**src/rtl/sram_arbiter_pkg.sv**
```systemverilog
// Shared constants and types for the SRAM window arbiter.
// Port indices double as the 'last' encoding used by the round-robin picker.
package nano_bus_pkg;

    localparam int DATA_W = 9;
    localparam int ADDR_W = 7;

    typedef enum logic [1:0] {
        IDLE,
        OWN0,
        OWN1
    } arb_state_t;

    localparam logic PORT_CPU = 1'b0;
    localparam logic PORT_DMA = 1'b1;

endpackage

```
**src/rtl/sram_arbiter_pick.sv**
```systemverilog
// Two-way round-robin picker: a lone requester wins outright,
// a tie goes to the port that did not own the SRAM last.
module rr_pick2
    import nano_bus_pkg::*;
(
    input  logic [1:0] req,
    input  logic       last,
    output logic       winner,
    output logic       any
);

    always_comb begin
        any    = |req;
        winner = (last == PORT_DMA) ? PORT_CPU : PORT_DMA;
        if (req == 2'b01) begin
            winner = PORT_CPU;
        end else if (req == 2'b10) begin
            winner = PORT_DMA;
        end
    end

endmodule

```
**src/rtl/sram_arbiter.sv**
```systemverilog
// Shares the single-port 128x9 SRAM between the processor (port 0) and the loader/DMA (port 1):
// round-robin ownership with bounded bursts, registered SRAM command, fixed-latency read strobe.
module sram_arbiter #(
    parameter int DATA_W    = nano_bus_pkg::DATA_W,
    parameter int ADDR_W    = nano_bus_pkg::ADDR_W,
    parameter int MAX_BURST = 4
) (
    input  logic              clock,
    input  logic              reset,
    input  logic              req0,
    input  logic              req1,
    input  logic              wr0,
    input  logic              wr1,
    input  logic [ADDR_W-1:0] addr0,
    input  logic [ADDR_W-1:0] addr1,
    input  logic [DATA_W-1:0] wdata0,
    input  logic [DATA_W-1:0] wdata1,
    output logic              gnt0,
    output logic              gnt1,
    output logic              rvalid0,
    output logic              rvalid1,
    output logic [DATA_W-1:0] rdata,
    output logic              sram_wre,
    output logic [ADDR_W-1:0] sram_ad,
    output logic [DATA_W-1:0] sram_din,
    input  logic [DATA_W-1:0] sram_dout
);
    import nano_bus_pkg::*;

    localparam int CNT_W = (MAX_BURST > 1) ? $clog2(MAX_BURST) : 1;
    localparam logic [CNT_W-1:0] CNT_MAX = CNT_W'(MAX_BURST - 1);

    arb_state_t        state, state_nxt;
    logic              last, last_nxt;
    logic [CNT_W-1:0]  count, count_nxt;
    logic              accept0, accept1, accept;
    logic              wr_sel;
    logic [ADDR_W-1:0] addr_sel;
    logic [DATA_W-1:0] wdata_sel;
    logic [1:0]        pick_req;
    logic              pick_winner, pick_any;
    logic              burst_done;
    logic              rd_v1, rd_p1, rd_v2, rd_p2;

    assign gnt0    = (state == OWN0);
    assign gnt1    = (state == OWN1);
    assign accept0 = req0 & gnt0;
    assign accept1 = req1 & gnt1;
    assign accept  = accept0 | accept1;

    assign wr_sel    = accept1 ? wr1    : wr0;
    assign addr_sel  = accept1 ? addr1  : addr0;
    assign wdata_sel = accept1 ? wdata1 : wdata0;

    // While owning, only the other port is offered to the picker, so 'any' means a handover target exists.
    always_comb begin
        pick_req = '0;
        unique case (state)
            IDLE:    pick_req = {req1, req0};
            OWN0:    pick_req = {req1, 1'b0};
            OWN1:    pick_req = {1'b0, req0};
            default: pick_req = '0;
        endcase
    end

    rr_pick2 u_pick (
        .req    (pick_req),
        .last   (last),
        .winner (pick_winner),
        .any    (pick_any)
    );

    assign burst_done = (count == CNT_MAX);

    always_comb begin
        state_nxt = state;
        count_nxt = count;
        last_nxt  = last;
        unique case (state)
            IDLE: begin
                count_nxt = '0;
                if (pick_any) begin
                    state_nxt = (pick_winner == PORT_DMA) ? OWN1 : OWN0;
                end
            end
            OWN0, OWN1: begin
                if (!accept) begin
                    state_nxt = pick_any ? ((state == OWN0) ? OWN1 : OWN0) : IDLE;
                    count_nxt = '0;
                end else if (burst_done && pick_any) begin
                    state_nxt = (state == OWN0) ? OWN1 : OWN0;
                    count_nxt = '0;
                end else if (!burst_done) begin
                    count_nxt = count + CNT_W'(1);
                end
            end
            default: begin
                state_nxt = IDLE;
                count_nxt = '0;
            end
        endcase
        if (accept) begin
            last_nxt = accept1 ? PORT_DMA : PORT_CPU;
        end
    end

    always_ff @(posedge clock) begin
        if (reset) begin
            state    <= IDLE;
            last     <= PORT_DMA;
            count    <= '0;
            sram_wre <= 1'b0;
            sram_ad  <= '0;
            sram_din <= '0;
            rd_v1    <= 1'b0;
            rd_p1    <= 1'b0;
            rd_v2    <= 1'b0;
            rd_p2    <= 1'b0;
        end else begin
            state    <= state_nxt;
            last     <= last_nxt;
            count    <= count_nxt;
            sram_wre <= accept & wr_sel;
            if (accept) begin
                sram_ad  <= addr_sel;
                sram_din <= wdata_sel;
            end
            rd_v1 <= accept & ~wr_sel;
            rd_p1 <= accept1;
            rd_v2 <= rd_v1;
            rd_p2 <= rd_p1;
        end
    end

    assign rvalid0 = rd_v2 & ~rd_p2;
    assign rvalid1 = rd_v2 & rd_p2;
    assign rdata   = sram_dout;

endmodule
```
**config.mk**
```make
export PLATFORM = sky130hd
export DESIGN_NAME = sram_arbiter
export DESIGN_NICKNAME = d
export VERILOG_FILES = /design/src/rtl/sram_arbiter_pkg.sv /design/src/rtl/sram_arbiter_pick.sv /design/src/rtl/sram_arbiter.sv
export SDC_FILE = /design/constraint.sdc
export NUM_CORES = 1
export LEC_CHECK = 0
export ABC_AREA = 1
export CORE_MARGIN = 2
export CORE_UTILIZATION = 55
export CTS_BUF_LIST = sky130_fd_sc_hd__clkbuf_4 sky130_fd_sc_hd__clkbuf_8
export DETAILED_ROUTE_END_ITERATION = 8
export DONT_BUFFER_PORTS = 1
export PLACE_DENSITY = 0.7
export RECOVER_POWER = 25
export SYNTH_ARGS = -nofsm -noshare
export SYNTH_HDL_FRONTEND = slang
export SYNTH_HIERARCHICAL = 1
export SYNTH_SLANG_ARGS = --single-unit
```
**constraint.sdc**
```tcl
create_clock -name clock -period 3.3 [get_ports clock]
set_clock_uncertainty 0.05 [all_clocks]
set_input_delay 0.495 -clock clock [delete_from_list [all_inputs] [get_ports clock]]
set_output_delay 0.495 -clock clock [all_outputs]
set_load 0.03 [all_outputs]
```
==> results.txt <==
Rel. slew slack - 63.41%
DR pass1 iterations - 4
Final setup viols - 0
Cells after Synth - 195
Final count of hold timing violations - 0
Die Height - 53.73 um
#FFs+latches synth - 26
Synthesized net count - 248
RSZ-0062 raised after global routing - no
Async set or reset register ratio after synthesis - 0%
Total track usage - 18.07%
Peak supply drop - 0.4304 mV
Clock buffer depth - 2
Worst Max-Slew Pin Slew - 0.5468 ns
Post-route setup slack - 1.103 ns
Crit path DAT - 2.43 ns
Routed WL - 2.563 mm
Hold depth - 1
Setup bufs post-CTS - 0
1st-iter DRT viols - 30
Vias per inst - 5.236
DPL Wire Length - 1.897 mm
Total number of vias - 1,110
Drt wl/cell - 12.09 um
I/O Buffers - 0
Hold path startpoint - reset
Largest net degree at the start of global routing - 34
Leakage - 0.5738 nW
Max-cap violations - 0
DIE WIDTH - 53.73 um
Root Driver - clkbuf_4
I/O pins - 77
Hold WS - 0.1554 ns
Clock latency on the worst-skew pair - 0.34 ns
WP data required - 3.53 ns
Pre-CTS setup slack - 1.137 ns
Reg2reg path depth - 10
Worst Hold End - sram_din[1]
CP endpoint kind - register
Synthesis Warnings - 6
Remaining DRCs - 0
TritonCTS Buffers - 3
Global-route wire length before repair - 3.795 mm
GPL Wtd Cong - 0.8980
Top FF cell, synth - dfxtp_1
CP max stage delay - 0.43 ns
Final setup TNS - 0 ns
Nets - 236
Post-CTS Resized - 0
Class of the worst hold path - in2reg
Utilization after layout - 54.78%
Setup slack, reg-to-reg - 1.10 ns
Period utilization - 66.58%
Slowest cell on crit path - dfxtp_1
Clock tree sinks - 26
Fin crit period - 2.197 ns
Layout cell share with drive strength beyond 1 - 5.495%
Outcome - finished, final reports clean
Hold buffer count at cts - 0
FMAX - 0.4551 GHz
Slew Limit Fails - 0
Starting density of the core - 56.44%
Row count - 18
Area grow syn2layout - -2.944%
Vias in the first global route - 906
Critical path class - reg2reg
Total power - 0.001086 W
Die Area - 0.002886 sq mm
Reg2reg end - state[0]
Syn Area/Cell - 6.975 sq um
Cell area after synthesis - 0.001360 sq mm
Critical path startpoint - state[0]
GRT overflow - 0
Worst-path clk slew - 0.14 ns
DRT antenna net count - 0
Initial antenna violation count - 0
R2r startpoint - state[0]
Worst-path cell chain - inv_1 > ha_1 > o21ai_0 > nor2_1 > or2_1 > a21oi_1 > nand2_1 > o21ai_0 > nand2_1 > a21oi_1
Number of flops mapped to enable cells by yosys - 0
Seq/Total Area, Yosys - 38.27%
Power Density - 822.8 mW/mm^2
Startpoint types - register
CTS tree - built
Area of the core - 0.002410 sq mm
Crit-path max FO - 5
Synth cell types - 22
Most common cell after layout, fill and taps aside - nor2_1
H-tree level count - 1
N_diodes - 0
Most frequent cells in the layout - nor2_1 (43), nand2_1 (35), dfxtp_1 (26)
logic make-up after synthesis:
| logic type | Yosys count | share of synthesized area, % |
|---|---|---|
| buf+inv | 34 | 14.44 |
| xor+xnor | 1 | 0.6441 |
| fa+ha+maj | 6 | 5.520 |
| mux | 1 | 0.7360 |
| simple gates | 89 | 26.40 |
| compound gates | 38 | 13.98 |
| flops | 26 | 38.27 |
per-layer routing:
layer | vias to the layer above | wire [um] | part of all wire [%] | global-route usage, %
met5 | - | 0 | 0 | 0
met4 | 0 | 68 | 2.7 | 10.26
met3 | 7 | 271 | 11 | 6.111
met2 | 49 | 1159 | 45 | 30.28
met1 | 480 | 1064 | 42 | 19.76
li1 | 574 | - | - | -
critical path: cells and delay by family, from the launching register on:
family | cells | cell delay [ns]
DFF | 1 | 0.43
adders and majority gates | 1 | 0.34
buffers and inverters | 1 | 0.09
AOI/OAI and AO/OA | 4 | 0.73
and+or+nand+nor | 4 | 0.52
metrics by stage:
step	instances	cell area, sq um
4_1_cts	212	1320
3_5_place_dp	208	1267
2_1_floorplan	195	1360
5_1_grt	212	1320
3_3_place_gp	208	1267
6_report	212	1320
state kept, by name, indices dropped and copies added, names as in the netlist:
| register | flops |
|---|---|
| rd_v1 | 1 |
| sram_wre | 1 |
| rd_p1 | 1 |
| sram_ad | 7 |
| state | 2 |
| rd_v2 | 1 |
| count | 2 |
| last | 1 |
| rd_p2 | 1 |
| sram_din | 9 |
how the worst max path moves through the flow:
stage / end / slack, ns
3_5_place_dp: state[1] / 1.14
6_report: state[0] / 1.10
3_3_place_gp: state[0] / 1.23
2_1_floorplan: state[0] / 1.34
5_1_grt: state[1] / 0.80
4_1_cts: state[0] / 1.10
final cells by class:
cell class	instances	area (sq um)
clock buffers	3	22.52
inverters	17	66.31
well taps	30	37.54
fillers	257	1090
clock inverters	1	30.03
multi-input cells	135	643.1
flip-flops and latches	26	520.5
synth_stat cells (2+ instances only):
master,count,area (sq um)
ha_1,6,75.07
buf_6,4,45.04
nand2_2,2,12.51
nand2_1,35,131.4
a21oi_1,20,100.1
o21ai_0,5,25.02
inv_1,15,56.30
nor2_1,43,161.4
clkbuf_1,2,7.510
nand3_1,5,25.02
dfxtp_1,26,520.5
o21ai_1,13,65.06
buf_4,9,67.56
buf_2,2,10.01
power breakdown:
group / total [W] / internal [W] / switching [W]
sequential: 0.000491 / 0.000371 / 0.000120
clock: 0.000222 / 0.000123 / 0.0000984
combinational: 0.000373 / 0.000129 / 0.000244
No activity file was read; power rests on OpenSTA's default activity.
